**config.mk**
```make
export PLATFORM = sky130hd
export DESIGN_NAME = divider_seq
export DESIGN_NICKNAME = d
export VERILOG_FILES = /design/src/rtl/div_pkg.sv /design/src/rtl/div_step.sv /design/src/rtl/divider_seq.sv
export SDC_FILE = /design/constraint.sdc
export NUM_CORES = 1
export LEC_CHECK = 0
export ABC_CLOCK_PERIOD_IN_PS = 7900
export CAP_MARGIN = 30
export CORE_ASPECT_RATIO = 1.1
export CORE_UTILIZATION = 50
export DETAILED_ROUTE_END_ITERATION = 8
export PLACE_DENSITY = 0.73
export SYNTH_ARGS = -nofsm -noshare
export SYNTH_HDL_FRONTEND = slang
export SYNTH_HIERARCHICAL = 1
export SYNTH_SLANG_ARGS = --single-unit
```
**constraint.sdc**
```tcl
create_clock -name clk -period 7.9 [get_ports clk]
set_input_delay 1.58 -clock clk [delete_from_list [all_inputs] [get_ports clk]]
set_output_delay 1.58 -clock clk [all_outputs]
set_load 0.05 [all_outputs]
```
**src/rtl/div_pkg.sv**
```systemverilog
// Shared types and constants for the sequential signed divider.
package div_pkg;

  typedef enum logic [1:0] {
    IDLE = 2'd0,
    CALC = 2'd1,
    SIGN = 2'd2,
    ZERO = 2'd3
  } div_state_e;

  localparam int WIDTH_DEFAULT = 32;
  localparam int DIV_LATENCY   = 34;

endpackage

```
**src/rtl/div_step.sv**
```systemverilog
// One restoring-division iteration: shift in the next dividend bit, subtract if it fits.
module div_step #(
  parameter int WIDTH = 32
) (
  input  logic [WIDTH-1:0] rem,
  input  logic [WIDTH-1:0] dq,
  input  logic [WIDTH-1:0] divisor,
  output logic [WIDTH-1:0] rem_next,
  output logic [WIDTH-1:0] dq_next
);

  logic [WIDTH:0] shifted;
  logic           fits;

  // The shifted remainder can exceed WIDTH bits when the divisor magnitude is above 2^(WIDTH-1).
  always_comb begin
    shifted  = {rem, dq[WIDTH-1]};
    fits     = (shifted >= {1'b0, divisor});
    rem_next = fits ? WIDTH'(shifted - {1'b0, divisor}) : shifted[WIDTH-1:0];
    dq_next  = {dq[WIDTH-2:0], fits};
  end

endmodule

```
**src/rtl/divider_seq.sv**
```systemverilog
// Multicycle signed divider for the HI/LO path: remainder on hi, quotient on lo.
module divider_seq
  import div_pkg::*;
#(
  parameter int WIDTH = WIDTH_DEFAULT,
  parameter int CNT_W = 5
) (
  input  logic             clk,
  input  logic             reset,
  input  logic             loadab,
  input  logic             start,
  input  logic [WIDTH-1:0] a,
  input  logic [WIDTH-1:0] b,
  output logic [WIDTH-1:0] hi,
  output logic [WIDTH-1:0] lo,
  output logic             done,
  output logic             busy,
  output logic             divzero
);

  div_state_e       state_q, state_d;
  logic [WIDTH-1:0] a_q, a_d, b_q, b_d;
  logic [WIDTH-1:0] rem_q, rem_d, dq_q, dq_d, dvs_q, dvs_d;
  logic [WIDTH-1:0] hi_q, hi_d, lo_q, lo_d;
  logic [CNT_W-1:0] cnt_q, cnt_d;
  logic             neg_a_q, neg_a_d, neg_b_q, neg_b_d;
  logic             done_q, done_d;

  logic [WIDTH-1:0] op_a, op_b;
  logic [WIDTH-1:0] step_rem, step_dq;

  div_step #(.WIDTH(WIDTH)) u_step (
    .rem      (rem_q),
    .dq       (dq_q),
    .divisor  (dvs_q),
    .rem_next (step_rem),
    .dq_next  (step_dq)
  );

  // A same-cycle loadab lets start use the port values directly.
  assign op_a = loadab ? a : a_q;
  assign op_b = loadab ? b : b_q;

  always_comb begin
    state_d = state_q;
    a_d     = a_q;
    b_d     = b_q;
    rem_d   = rem_q;
    dq_d    = dq_q;
    dvs_d   = dvs_q;
    hi_d    = hi_q;
    lo_d    = lo_q;
    cnt_d   = cnt_q;
    neg_a_d = neg_a_q;
    neg_b_d = neg_b_q;
    done_d  = 1'b0;

    case (state_q)
      IDLE: begin
        if (loadab) begin
          a_d = a;
          b_d = b;
        end
        if (start) begin
          if (op_b == '0) begin
            state_d = ZERO;
          end else begin
            state_d = CALC;
            neg_a_d = op_a[WIDTH-1];
            neg_b_d = op_b[WIDTH-1];
            dq_d    = op_a[WIDTH-1] ? -op_a : op_a;
            dvs_d   = op_b[WIDTH-1] ? -op_b : op_b;
            rem_d   = '0;
            cnt_d   = CNT_W'(WIDTH - 1);
          end
        end
      end
      CALC: begin
        rem_d = step_rem;
        dq_d  = step_dq;
        cnt_d = cnt_q - CNT_W'(1);
        if (cnt_q == '0) state_d = SIGN;
      end
      SIGN: begin
        // Quotient truncates toward zero; remainder follows the dividend's sign.
        lo_d    = (neg_a_q ^ neg_b_q) ? -dq_q : dq_q;
        hi_d    = neg_a_q ? -rem_q : rem_q;
        done_d  = 1'b1;
        state_d = IDLE;
      end
      ZERO: begin
        state_d = IDLE;
      end
      default: begin
        state_d = IDLE;
      end
    endcase
  end

  always_ff @(posedge clk or posedge reset) begin
    if (reset) begin
      state_q <= IDLE;
      a_q     <= '0;
      b_q     <= '0;
      rem_q   <= '0;
      dq_q    <= '0;
      dvs_q   <= '0;
      hi_q    <= '0;
      lo_q    <= '0;
      cnt_q   <= '0;
      neg_a_q <= 1'b0;
      neg_b_q <= 1'b0;
      done_q  <= 1'b0;
    end else begin
      state_q <= state_d;
      a_q     <= a_d;
      b_q     <= b_d;
      rem_q   <= rem_d;
      dq_q    <= dq_d;
      dvs_q   <= dvs_d;
      hi_q    <= hi_d;
      lo_q    <= lo_d;
      cnt_q   <= cnt_d;
      neg_a_q <= neg_a_d;
      neg_b_q <= neg_b_d;
      done_q  <= done_d;
    end
  end

  assign hi      = hi_q;
  assign lo      = lo_q;
  assign done    = done_q;
  assign busy    = (state_q == CALC) || (state_q == SIGN);
  assign divzero = (state_q == ZERO);

endmodule
```
* After elaboration in Yosys (flattened, before gate mapping)
Cells that the tools add are included.
** Storage, ports and cells
- Logic and storage cells :: 57
- Input bits :: 68
- Output and inout bits :: 67
- Register bits :: 234
** Cells by class
- Order comparisons :: 1
- Reduce and logical (&&, ||, !) cells :: 9
- Bitwise gates (word level) :: 2
- Equality and inequality tests :: 6
- Add/sub/neg operators :: 6
- Mux-type cells :: 21
** Operator list (number)
- 32-bit 2-to-1 mux :: 11
- 32-bit negator :: 4
- 32-bit case mux with 2 select lines :: 2
- 33-bit by 32-bit >= comparator with 1-bit output :: 1
- 32-bit zero test :: 1
- 32-bit subtractor :: 1
- 5-bit 2-to-1 mux :: 2
- 5-bit case mux with 2 select lines :: 1
- 2-bit 2-to-1 mux :: 3
- 2-bit != test (second input constant) :: 3
- 2-bit case mux with 3 select lines :: 1
- 3-bit AND reduction :: 2
- 5-bit zero test :: 1
- 5-bit by 1-bit subtractor with 5-bit output (second input constant) :: 1
- 2-bit == test (second input constant) :: 2
- 2-bit by 1-bit == test with 1-bit output (second input constant) :: 1
- 2-bit zero test :: 1
- 2-bit AND reduction :: 1
- 2-bit nonzero test :: 1
- 2-bit OR reduction :: 1
- 1-bit logical OR :: 1
- 1-bit 2-to-1 mux :: 1
- 1-bit NOT :: 1
- 1-bit XOR :: 1

* Logic depth before layout (Yosys ltp)
Gate-level depths: netlist of the first run.
- Word-level depth :: 6
- Mapped depth :: 17
- Mapped depth without buffers :: 13

* Hierarchy
The synthesis of the first run kept the hierarchy.
** Modules (own cells, without submodules)
- divider_seq :: cells each 1378, area each 12816.0 sq um, sequential area each 5855.6 sq um, instances 1
- div_step :: cells each 356, area each 2606.2 sq um, sequential area each 0.0 sq um, instances 1

* Least setup slack after synthesis of the first run
No wires, ideal clock.
- Path type :: input -> register
- Start :: in loadab
- End :: reg dq_q[28]
- Arrival :: 4.692 ns
- Stages on the path :: 17
- Path slack :: 3.083 ns
- Library setup time :: 0.125 ns
- Buffers on the path :: 9
- Cell sequence :: buf_6 -> buf_6 -> buf_6 -> buf_2 -> buf_4 -> buf_4 -> buf_4 -> buf_4 -> mux2i_1 -> ha_1 -> nand2_1 -> or4_1 -> a21boi_1 -> buf_2 -> a21oi_1 -> o32ai_1 -> o21ai_1
** Between the ends
- Word-level cells in the longest chain between the ends :: 6
- Elaborated cells between the ends (all ways) :: 10
- Those cells by class :: add/sub: 1; eq/ne: 1; mux: 6; reduce/logical: 2
** RTL lines
- start, declared :: RTL line divider_seq.sv:10 : input logic loadab,
- 32-bit 2-to-1 mux
- 32-bit negator :: RTL line divider_seq.sv:71 : dq_d = op_a[WIDTH-1] ? -op_a : op_a;
- 32-bit 2-to-1 mux :: RTL line divider_seq.sv:71
- 32-bit 2-to-1 mux :: RTL line divider_seq.sv:65 : if (op_b == '0) begin
- 32-bit 2-to-1 mux :: RTL line divider_seq.sv:64 : if (start) begin
- 32-bit case mux with 2 select lines :: RTL line divider_seq.sv:58 : case (state_q)
- end signal, assigned :: RTL line divider_seq.sv:119 : dq_q <= dq_d;
- end, declared :: RTL line divider_seq.sv:23 : logic [WIDTH-1:0] rem_q, rem_d, dq_q, dq_d, dvs_q, dvs_d;
Parallel ways exist; a longest one is shown, timed or not. The select of a mux whose other input is x is not followed.
A chain may end at the register's enable or synchronous reset.

* Final worst setup path of the first run
- Start :: reg rem_q[13]
- End :: reg rem_q[31]
** Between the ends
- Word-level cells in the longest chain between the ends :: 3
- Elaborated cells between the ends (all ways) :: 4
- Those cells by class :: add/sub: 1; order compare: 1; mux: 2
** RTL lines
- start, declared :: RTL line divider_seq.sv:23
- start signal, assigned :: RTL line divider_seq.sv:118 : rem_q <= rem_d;
- 32-bit subtractor / 33-bit by 32-bit >= comparator with 1-bit output (equally long branches) :: RTL line div_step.sv:19, div_step.sv:18
- 32-bit 2-to-1 mux (*) :: RTL line div_step.sv:19 : rem_next = fits ? WIDTH'(shifted - {1'b0, divisor}) : shifted[WIDTH-1:0];
- via step_rem[31] :: RTL line divider_seq.sv:30 : logic [WIDTH-1:0] step_rem, step_dq;
- 32-bit case mux with 2 select lines (*) :: RTL line divider_seq.sv:58
The timed path passes the listed nets; every way through them passes the cells marked *.

==> flow_summary.json, run 1 <==
{
  "synth_cells": 1734,
  "die_y_microns": 186.2,
  "cts_tree": "done",
  "critPathArrivalTime_ns": 5.08,
  "cts_htree_levels": 1,
  "postCtsSetupBuffers": 0,
  "overflow": 0,
  "postCtsHoldBufs": 0,
  "required_ns": 8.32,
  "final_cell_mix": "234 x dfrtp_1, 179 x nand2_1, 173 x nor2_1",
  "grt_max_degree": 180,
  "min_period_ns": 4.656,
  "fin_skew_ns": 0.02148,
  "final_cells": 2211,
  "final_common_cell": "dfrtp_1",
  "buffer_ports.inserted": 134,
  "dieArea_sq_um": 31550,
  "crit_path_max_incr_delay_ns": 0.80,
  "drc": 0,
  "peakVddDrop_uv": 212.1,
  "synth.cell_area_sq_um": 15420,
  "finalWeightedCongestion": 0.8929,
  "hold_viol_final": 0,
  "p_total_mw": 7.116,
  "nets": 1893,
  "place_hpwl_microns": 27030,
  "first_pass_iters": 7,
  "rsz0062_at_grt": "false",
  "synth_top_area_share_pct": 37.97,
  "wirelength_microns": 37400,
  "syn-num-nets": 1844,
  "rr_startpoint": "rem_q[13]$_DFFE_PP0P_",
  "fill_cells": 2705,
  "cts_resized": 0,
  "design.core.area_sq_um": 30430,
  "via_per_inst": 5.745,
  "cts.sinks": 234,
  "path_max_fanout": 18,
  "worstHoldStart": "dvs_q[31]$_DFFE_PP0P_",
  "post-route-util_pct": 57.79,
  "drive_gt1_share_pct": 7.234,
  "yosys_most_used_dff": "dfrtp_1",
  "synthArstFlopShare_pct": 100.0,
  "grt_pass1_vias": 11625,
  "status": "completed",
  "die_w_microns": 169.5,
  "syn_avg_cell_area_sq_um": 8.894,
  "wl_per_cell_microns": 16.92,
  "crit_top_cell": "a21oi_2",
  "initial_core_util_pct": 50.68,
  "diodes": 0,
  "max_freq_mhz": 214.8,
  "ys_types": 89,
  "placed_cells": 2168,
  "setup_viol_count_final": 0,
  "seq_area_sq_um": 5856,
  "worstRegToRegCells": 12,
  "whs_endpoint": "dvs_q[31]$_DFFE_PP0P_",
  "critical_path.slowest_cell": "and2_1",
  "synth_edf_count": 0,
  "critPathKind": "register to register",
  "vias": 12703,
  "cp-end-kind": "register",
  "cts_root_buf": "clkbuf_16",
  "r2r_setup_slack_ns": 3.24,
  "worst_hold_path.num_cells": 1,
  "slew_headroom_pct": 22.11,
  "ys_ff_latch": 234,
  "setup_tns_ns": 0,
  "antenna_found_initial": 0,
  "cts_buffers": 25,
  "grt_use_total_pct": 23.58,
  "critPathLaunchType": "register",
  "grt_pass1_wl_microns": 60760,
  "insertion_delay_ns": 0.53,
  "synth_area_leaders": "dfrtp_1 38%, a21oi_1 5.3%, mux2i_1 4.7%",
  "slew_violations": 0,
  "r2r-end": "rem_q[31]$_DFFE_PP0P_",
  "crit_chain": "ha_1 > a21oi_2 > o211ai_1 > a221o_1 > o31ai_4 > a21oi_2 > o41ai_4 > and2_1 > buf_4 > mux2_2 > nand3_1 > nand2_1",
  "synth-seq-area-share_pct": 37.97,
  "ios": 135,
  "tightest_slew_ns": 1.168,
  "drv_cap": 0,
  "hold_class": "register to register",
  "clk_pin_slew_ns": 0.07,
  "final.hold.worst_slack_ns": 0.4795,
  "syn2layout_area_growth_pct": 14.03,
  "cellPowerDensity_nw_per_um2": 404.6,
  "post-synth-top-area-cell": "dfrtp_1",
  "yosysWarnings": 6,
  "initialDrtViolationCount": 1074,
  "row_count": 67,
  "cellLeakagePower_nw": 7.761,
  "drtAntennaViolNets": 0,
  "clock_path_buffers": 3,
  "finalCritPeriodShare_pct": 58.94,
  "multiInputGateArea_sq_um": 8647
}
## kinds of logic after synthesis
group,Yosys count,synth area share [%]
multiplexers,147,10.64
AO/OA/AOI/OAI,417,16.56
adder cells (fa/ha/maj),42,3.456
buffers and inverters,190,6.223
flip-flops,234,37.97
XOR/XNOR,133,7.553
AND/OR/NAND/NOR,571,17.61
## per-stage QoR
step | worst slack (ns) | instance area, sq um
finish | 3.244 | 17590
floorplan | 3.083 | 15430
CTS | 3.270 | 17560
detailed placement | 2.899 | 16750
global route | 3.000 | 17590
global placement | 3.033 | 16690
## worst max-delay path, delay by kind of cell, from the launching register on
kind,cells,cell delay (ns)
flip-flops,1,0.48
adder cells (fa/ha/maj),1,0.44
multiplexers,1,0.38
AO/OA/AOI/OAI,6,1.86
buffers and inverters,1,0.44
AND/OR/NAND/NOR,3,0.95
## state kept, by name (all words and copies together), names as in the netlist
register,flops
b_q,32
neg_a_q,1
hi,32
cnt_q,5
a_q,32
dvs_q,32
neg_b_q,1
state_q,2
done,1
dq_q,32
rem_q,32
lo,32
## Yosys cell counts, drive strengths merged, types with 9 or more instances
master / count
clkbuf: 50
o41ai: 10
mux2: 75
or3: 16
and3: 9
dfrtp: 234
nor3b: 9
inv: 61
o21ai: 92
a31oi: 43
xor2: 72
o21a: 9
xnor2: 61
nor2: 173
o31ai: 16
o211ai: 13
ha: 41
nor4b: 9
a21oi: 168
nand3: 59
nor4: 19
buf: 79
mux2i: 72
nor3: 35
or2: 11
or4: 12
a21o: 12
nand2: 180
## layer usage
metal	vias up	global-route usage, %	share of wire, %
li1	6238	-	-
met5	-	0	0
met4	0	4.793	1.6
met1	6082	36.54	50
met3	45	2.920	5.4
met2	338	35.16	43
## final cells by class
cell class / count / area share, %
clock inverters: 7 / 0.5052
multi-input cells: 1310 / 49.17
flip-flops and latches: 234 / 33.30
clock buffers: 34 / 4.091
repair buffers: 151 / 8.666
well taps: 414 / 2.946
inverters: 61 / 1.323
## power by group
part           switching (mW)  internal (mW)  total (mW)
Sequential              0.472           1.72        2.19
Combinational            2.34           1.41        3.75
Clock                   0.473          0.695        1.17
## how the worst max path moves through the flow
stage                                      from               endpoint  slack, ns  cells past startpoint
after floorplan                          loadab   dq_q[28]$_DFFE_PP0P_       3.08                     17
after global placement                   loadab   dq_q[30]$_DFFE_PP0P_       3.03                     10
after detailed placement                 loadab   dq_q[28]$_DFFE_PP0P_       2.90                     10
after CTS                 rem_q[16]$_DFFE_PP0P_  rem_q[31]$_DFFE_PP0P_       3.27                     12
after global routing      rem_q[16]$_DFFE_PP0P_  rem_q[31]$_DFFE_PP0P_       3.00                     12
final                     rem_q[13]$_DFFE_PP0P_  rem_q[31]$_DFFE_PP0P_       3.24                     12
No activity file was read; power rests on OpenSTA's default activity.
==> run 2: changes to the inputs <==
--- a/config.mk
+++ b/config.mk
@@ -5,12 +5,12 @@
 export SDC_FILE = /design/constraint.sdc
 export NUM_CORES = 1
 export LEC_CHECK = 0
-export ABC_CLOCK_PERIOD_IN_PS = 7900
+export ABC_CLOCK_PERIOD_IN_PS = 4600
 export CAP_MARGIN = 30
 export CORE_ASPECT_RATIO = 1.1
 export CORE_UTILIZATION = 50
 export DETAILED_ROUTE_END_ITERATION = 8
-export PLACE_DENSITY = 0.73
+export PLACE_DENSITY = 0.71
 export SYNTH_ARGS = -nofsm -noshare
 export SYNTH_HDL_FRONTEND = slang
 export SYNTH_HIERARCHICAL = 1
==> constraint.sdc (replaced) <==
create_clock -name clk -period 4.6 [get_ports clk]
set_input_delay 0.92 -clock clk [delete_from_list [all_inputs] [get_ports clk]]
set_output_delay 0.92 -clock clk [all_outputs]
set_load 0.05 [all_outputs]
==> run 2 against run 1 <==
Compared with the run above:
- sequential share of layout area fell by 0.54 points
- die area unchanged
- worst hold slack got worse by 0.0030 ns
- first-iteration DRC count is 5.9% lower
- largest cell class unchanged
- critical path type unchanged
- cell area rose by 1.7%
- clock power increased by 97%
- core utilization is 0.96 points higher
- combinational power grew 75%
- largest power group unchanged
==> flow_summary.json, run 2 (synthesis gave the netlist of run 1 again) <==
{
  "status": "completed",
  "fill_cells": 2690,
  "cts_root_buf": "clkbuf_16",
  "dieArea_sq_um": 31550,
  "nets": 1909,
  "slew_headroom_pct": 38.12,
  "cts.sinks": 234,
  "cellLeakagePower_nw": 7.915,
  "final_cell_mix": "234 x dfrtp_1, 179 x nand2_1, 173 x nor2_1",
  "postCtsSetupBuffers": 0,
  "overflow": 0,
  "antenna_found_initial": 0,
  "worstHoldStart": "cnt_q[4]$_DFFE_PP0P_",
  "slew_violations": 0,
  "path_max_fanout": 12,
  "vias": 12838,
  "final.hold.worst_slack_ns": 0.4765,
  "row_count": 67,
  "drive_gt1_share_pct": 8.411,
  "min_period_ns": 4.070,
  "max_freq_mhz": 245.7,
  "setup_tns_ns": 0,
  "insertion_delay_ns": 0.55,
  "clk_pin_slew_ns": 0.06,
  "grt_pass1_vias": 11947,
  "cp-end-kind": "register",
  "diodes": 0,
  "cts_tree": "done",
  "r2r_setup_slack_ns": 0.53,
  "drv_cap": 0,
  "cellPowerDensity_nw_per_um2": 702.4,
  "finalCritPeriodShare_pct": 88.47,
  "die_y_microns": 186.2,
  "cts_htree_levels": 1,
  "critPathArrivalTime_ns": 4.49,
  "place_hpwl_microns": 27630,
  "first_pass_iters": 5,
  "dpl_cell_area_sq_um": 16890,
  "initialDrtViolationCount": 1011,
  "critPathLaunchType": "register",
  "wl_per_cell_microns": 16.98,
  "peakVddDrop_uv": 470.4,
  "hold_class": "register to register",
  "fin_area_sq_um": 17880,
  "hold_viol_final": 0,
  "die_w_microns": 169.5,
  "setup_viol_count_final": 0,
  "rr_startpoint": "rem_q[13]$_DFFE_PP0P_",
  "r2r-end": "rem_q[27]$_DFFE_PP0P_",
  "postCtsHoldBufs": 0,
  "worstRegToRegCells": 13,
  "grt_pass1_wl_microns": 62320,
  "via_per_inst": 5.749,
  "cts_resized": 0,
  "initial_core_util_pct": 50.68,
  "drc": 0,
  "rsz0062_at_grt": "false",
  "buffer_ports.inserted": 134,
  "grt_max_degree": 108,
  "clock_path_buffers": 3,
  "final_common_cell": "dfrtp_1",
  "grt_use_total_pct": 24.33,
  "cts_buffers": 26,
  "required_ns": 5.02,
  "wirelength_microns": 37910,
  "ios": 135,
  "tightest_slew_ns": 0.9197,
  "design.core.area_sq_um": 30430,
  "finalWeightedCongestion": 0.8971,
  "syn2layout_area_growth_pct": 15.92,
  "worst_hold_path.num_cells": 2,
  "critPathKind": "register to register",
  "drtAntennaViolNets": 0,
  "fin_skew_ns": 0.01843,
  "whs_endpoint": "cnt_q[4]$_DFFE_PP0P_"
}
[run 2: metrics by stage]
| step | util [%] | total power [mW] | worst slack (ns) | cells |
|---|---|---|---|---|
| finish | 58.75 | 12.56 | 0.5304 | 2233 |
| global route | 58.75 | 13.48 | 0.3485 | 2233 |
| CTS | 58.66 | 12.57 | 0.5379 | 2231 |
| detailed placement | 55.51 | 10.23 | 0.5357 | 2183 |
| global placement | 55.48 | 10.05 | 0.5762 | 2182 |
| floorplan | - | 8.534 | 0.4431 | 1734 |
[run 2: area by class of cell]
class	count	area, sq um	share of cell area, %
Clock buffer	32	723.2	4.045
Inverter	61	232.7	1.302
Tap cell	414	518.0	2.898
Sequential cell	234	5856	32.75
Timing Repair Buffer	166	1667	9.323
Clock inverter	16	235.2	1.316
Multi-Input combinational cell	1310	8646	48.36
[run 2: worst max path at each step]
stage	slack [ns]	end	depth (start not counted)	from
global route	0.35	rem_q[12]$_DFFE_PP0P_	13	rem_q[13]$_DFFE_PP0P_
global placement	0.58	rem_q[12]$_DFFE_PP0P_	13	rem_q[13]$_DFFE_PP0P_
detailed placement	0.54	dq_q[28]$_DFFE_PP0P_	8	loadab
finish	0.53	rem_q[27]$_DFFE_PP0P_	13	rem_q[13]$_DFFE_PP0P_
CTS	0.54	rem_q[27]$_DFFE_PP0P_	13	rem_q[13]$_DFFE_PP0P_
floorplan	0.44	dq_q[28]$_DFFE_PP0P_	17	loadab
[run 2: critical path, cell delays in order (launching register included)]
cell and delay, ns:
dfrtp_1 0.46, ha_1 0.44, a21oi_2 0.26, o211ai_1 0.13, a221o_1 0.44, o31ai_4 0.31, a21oi_2 0.11, o41ai_4 0.32
buf_4 0.23, and2_1 0.45, buf_4 0.34, mux2_4 0.32, nand3_1 0.08, nand2_1 0.07
[run 2: layer usage]
layer	global-route usage, %	routed length [microns]	vias to the layer above
met2	36.51	16090	353
met3	3.110	2132	44
met5	0	0	-
li1	-	-	6275
met4	4.901	590	0
met1	37.43	19090	6166
[run 2: where the power goes]
part / switching [mW] / internal (mW) / total [mW]
registers: 0.757 / 2.96 / 3.71
logic: 4.09 / 2.46 / 6.55
clock network: 0.890 / 1.41 / 2.30
==> run 3: changes to the inputs <==
--- a/config.mk
+++ b/config.mk
@@ -10,6 +10,7 @@
 export CORE_ASPECT_RATIO = 1.1
 export CORE_UTILIZATION = 50
 export DETAILED_ROUTE_END_ITERATION = 8
+export GPL_ROUTABILITY_DRIVEN = 0
 export PLACE_DENSITY = 0.71
 export SYNTH_ARGS = -nofsm -noshare
 export SYNTH_HDL_FRONTEND = slang
==> run 3 against run 2 <==
Compared with the run above:
- sequential share of layout area up 0.26 points
- clock-buffer cell count down 2
- final cell count down 0.27%
- critical path depth down 1
- setup slack better by 0.11 ns
- worst hold slack better by 0.0095 ns
- largest cell class unchanged
- largest power group unchanged
==> flow_summary.json, run 3 (synthesis gave the netlist of run 1 again) <==
{
  "drc": 0,
  "crit_chain": "ha_1 > a21oi_1 > o21ai_0 > a221o_1 > o31ai_4 > a21oi_2 > o41ai_4 > and2_1 > buf_4 > mux2_2 > nand3_1 > nand2_1",
  "tightest_slew_ns": 1.036,
  "antenna_found_initial": 0,
  "cp-end-kind": "register",
  "syn2layout_area_growth_pct": 15.00,
  "critPathKind": "register to register",
  "die_w_microns": 169.5,
  "wirelength_microns": 37610,
  "slew_violations": 0,
  "nets": 1905,
  "slew_headroom_pct": 30.72,
  "grt_pass1_vias": 12041,
  "ios": 135,
  "cts.sinks": 234,
  "wl_per_cell_microns": 16.89,
  "fin_skew_ns": 0.01064,
  "buffer_ports.inserted": 134,
  "cellLeakagePower_nw": 7.852,
  "grt_max_degree": 104,
  "first_pass_iters": 5,
  "finalCritPeriodShare_pct": 86.16,
  "vias": 12722,
  "place_hpwl_microns": 27590,
  "crit_path_max_incr_delay_ns": 0.65,
  "row_count": 67,
  "critPathArrivalTime_ns": 4.38,
  "peakVddDrop_uv": 449.9,
  "seq_area_sq_um": 5856,
  "rsz0062_at_grt": "false",
  "max_freq_mhz": 252.3,
  "hold_viol_final": 0,
  "critical_path.slowest_cell": "o41ai_4",
  "overflow": 0,
  "required_ns": 5.02,
  "critPathTopFamily": "compound AO/OA/AOI/OAI gates",
  "design.core.area_sq_um": 30430,
  "clock_path_buffers": 3,
  "dpl_cell_area_sq_um": 16880,
  "clk_pin_slew_ns": 0.06,
  "multiInputGateArea_sq_um": 8646,
  "cts_tree": "done",
  "min_period_ns": 3.964,
  "initial_core_util_pct": 50.68,
  "postCtsHoldBufs": 0,
  "cts_root_buf": "clkbuf_16",
  "cellPowerDensity_nw_per_um2": 693.7,
  "grt_pass1_wl_microns": 62130,
  "setup_tns_ns": 0,
  "fin_area_sq_um": 17740,
  "hold_class": "register to register",
  "via_per_inst": 5.713,
  "status": "completed",
  "diodes": 0,
  "critPathLaunchType": "register",
  "final_cell_mix": "234 x dfrtp_1, 179 x nand2_1, 173 x nor2_1",
  "fill_cells": 2697,
  "die_y_microns": 186.2,
  "cts_htree_levels": 1,
  "final_common_cell": "dfrtp_1",
  "cts_buffers": 25,
  "crit_buf_inv": 1,
  "setup_viol_count_final": 0,
  "insertion_delay_ns": 0.53,
  "grt_use_total_pct": 24.13,
  "cts_resized": 0,
  "initialDrtViolationCount": 939,
  "drive_gt1_share_pct": 8.108,
  "dieArea_sq_um": 31550,
  "drtAntennaViolNets": 0,
  "drv_cap": 0,
  "postCtsSetupBuffers": 0,
  "path_max_fanout": 16
}
==> run 3: worst register-to-register path: stages (launching register included) <==
cell     delay (ns)
dfrtp_1        0.49
ha_1           0.44
a21oi_1        0.25
o21ai_0        0.12
a221o_1        0.38
o31ai_4        0.31
a21oi_2        0.10
o41ai_4        0.65
and2_1         0.29
buf_4          0.31
mux2_2         0.38
nand3_1        0.08
nand2_1        0.06
==> run 3: path summary, 6_finish.rpt <==
| kind | startpoint | to | slack (ns) | cells past startpoint |
|---|---|---|---|---|
| worst max-delay path | rem_q[9]$_DFFE_PP0P_ | rem_q[4]$_DFFE_PP0P_ | 0.64 | 12 |
| worst min-delay path | dvs_q[10]$_DFFE_PP0P_ | dvs_q[10]$_DFFE_PP0P_ | 0.49 | 2 |
| worst max register to register | rem_q[9]$_DFFE_PP0P_ | rem_q[4]$_DFFE_PP0P_ | 0.64 | 12 |
| worst min register to register | dvs_q[10]$_DFFE_PP0P_ | dvs_q[10]$_DFFE_PP0P_ | 0.49 | 2 |
| max in group asynchronous | reset | lo[12]$_DFFE_PP0P_ | 2.93 | 3 |
| min in group asynchronous | reset | b_q[18]$_DFFE_PP0P_ | 0.77 | 2 |
==> run 3: report_power, final <==
group          internal (mW)  switching, mW  total [mW]
Combinational           2.43           4.08        6.50
Sequential              2.96          0.758        3.72
Clock                   1.23          0.851        2.08
Total                   6.62           5.68        12.3
==> run 3: routing by layer <==
layer  up-vias  share of wire (%)  track usage, %
li1       6259                  -               -
met1      6085                 50           36.95
met2       337                 43           36.30
met3        41                5.2           3.047
met4         0                1.4           5.189
met5         -                  0               0
==> run 3: per-stage QoR <==
stage / setup slack, ns / utilization, % / hold WS [ns] / power, mW / std cells
2_1_floorplan: 0.4431 / - / 0.4406 / 8.534 / 1734
3_3_place_gp: 0.7213 / 55.46 / 0.4544 / 10.02 / 2181
3_5_place_dp: 0.6749 / 55.48 / 0.4698 / 10.22 / 2182
4_1_cts: 0.6565 / 58.28 / 0.4901 / 12.37 / 2227
5_1_grt: 0.3861 / 58.28 / 0.5134 / 13.22 / 2227
6_report: 0.6365 / 58.28 / 0.4860 / 12.30 / 2227
==> run 3: final cells by class <==
cell class / instances / area share, %
Clock buffer: 30 / 3.859
Clock inverter: 15 / 0.9453
Inverter: 61 / 1.312
Multi-Input combinational cell: 1310 / 48.75
Sequential cell: 234 / 33.02
Tap cell: 414 / 2.921
Timing Repair Buffer: 163 / 9.199
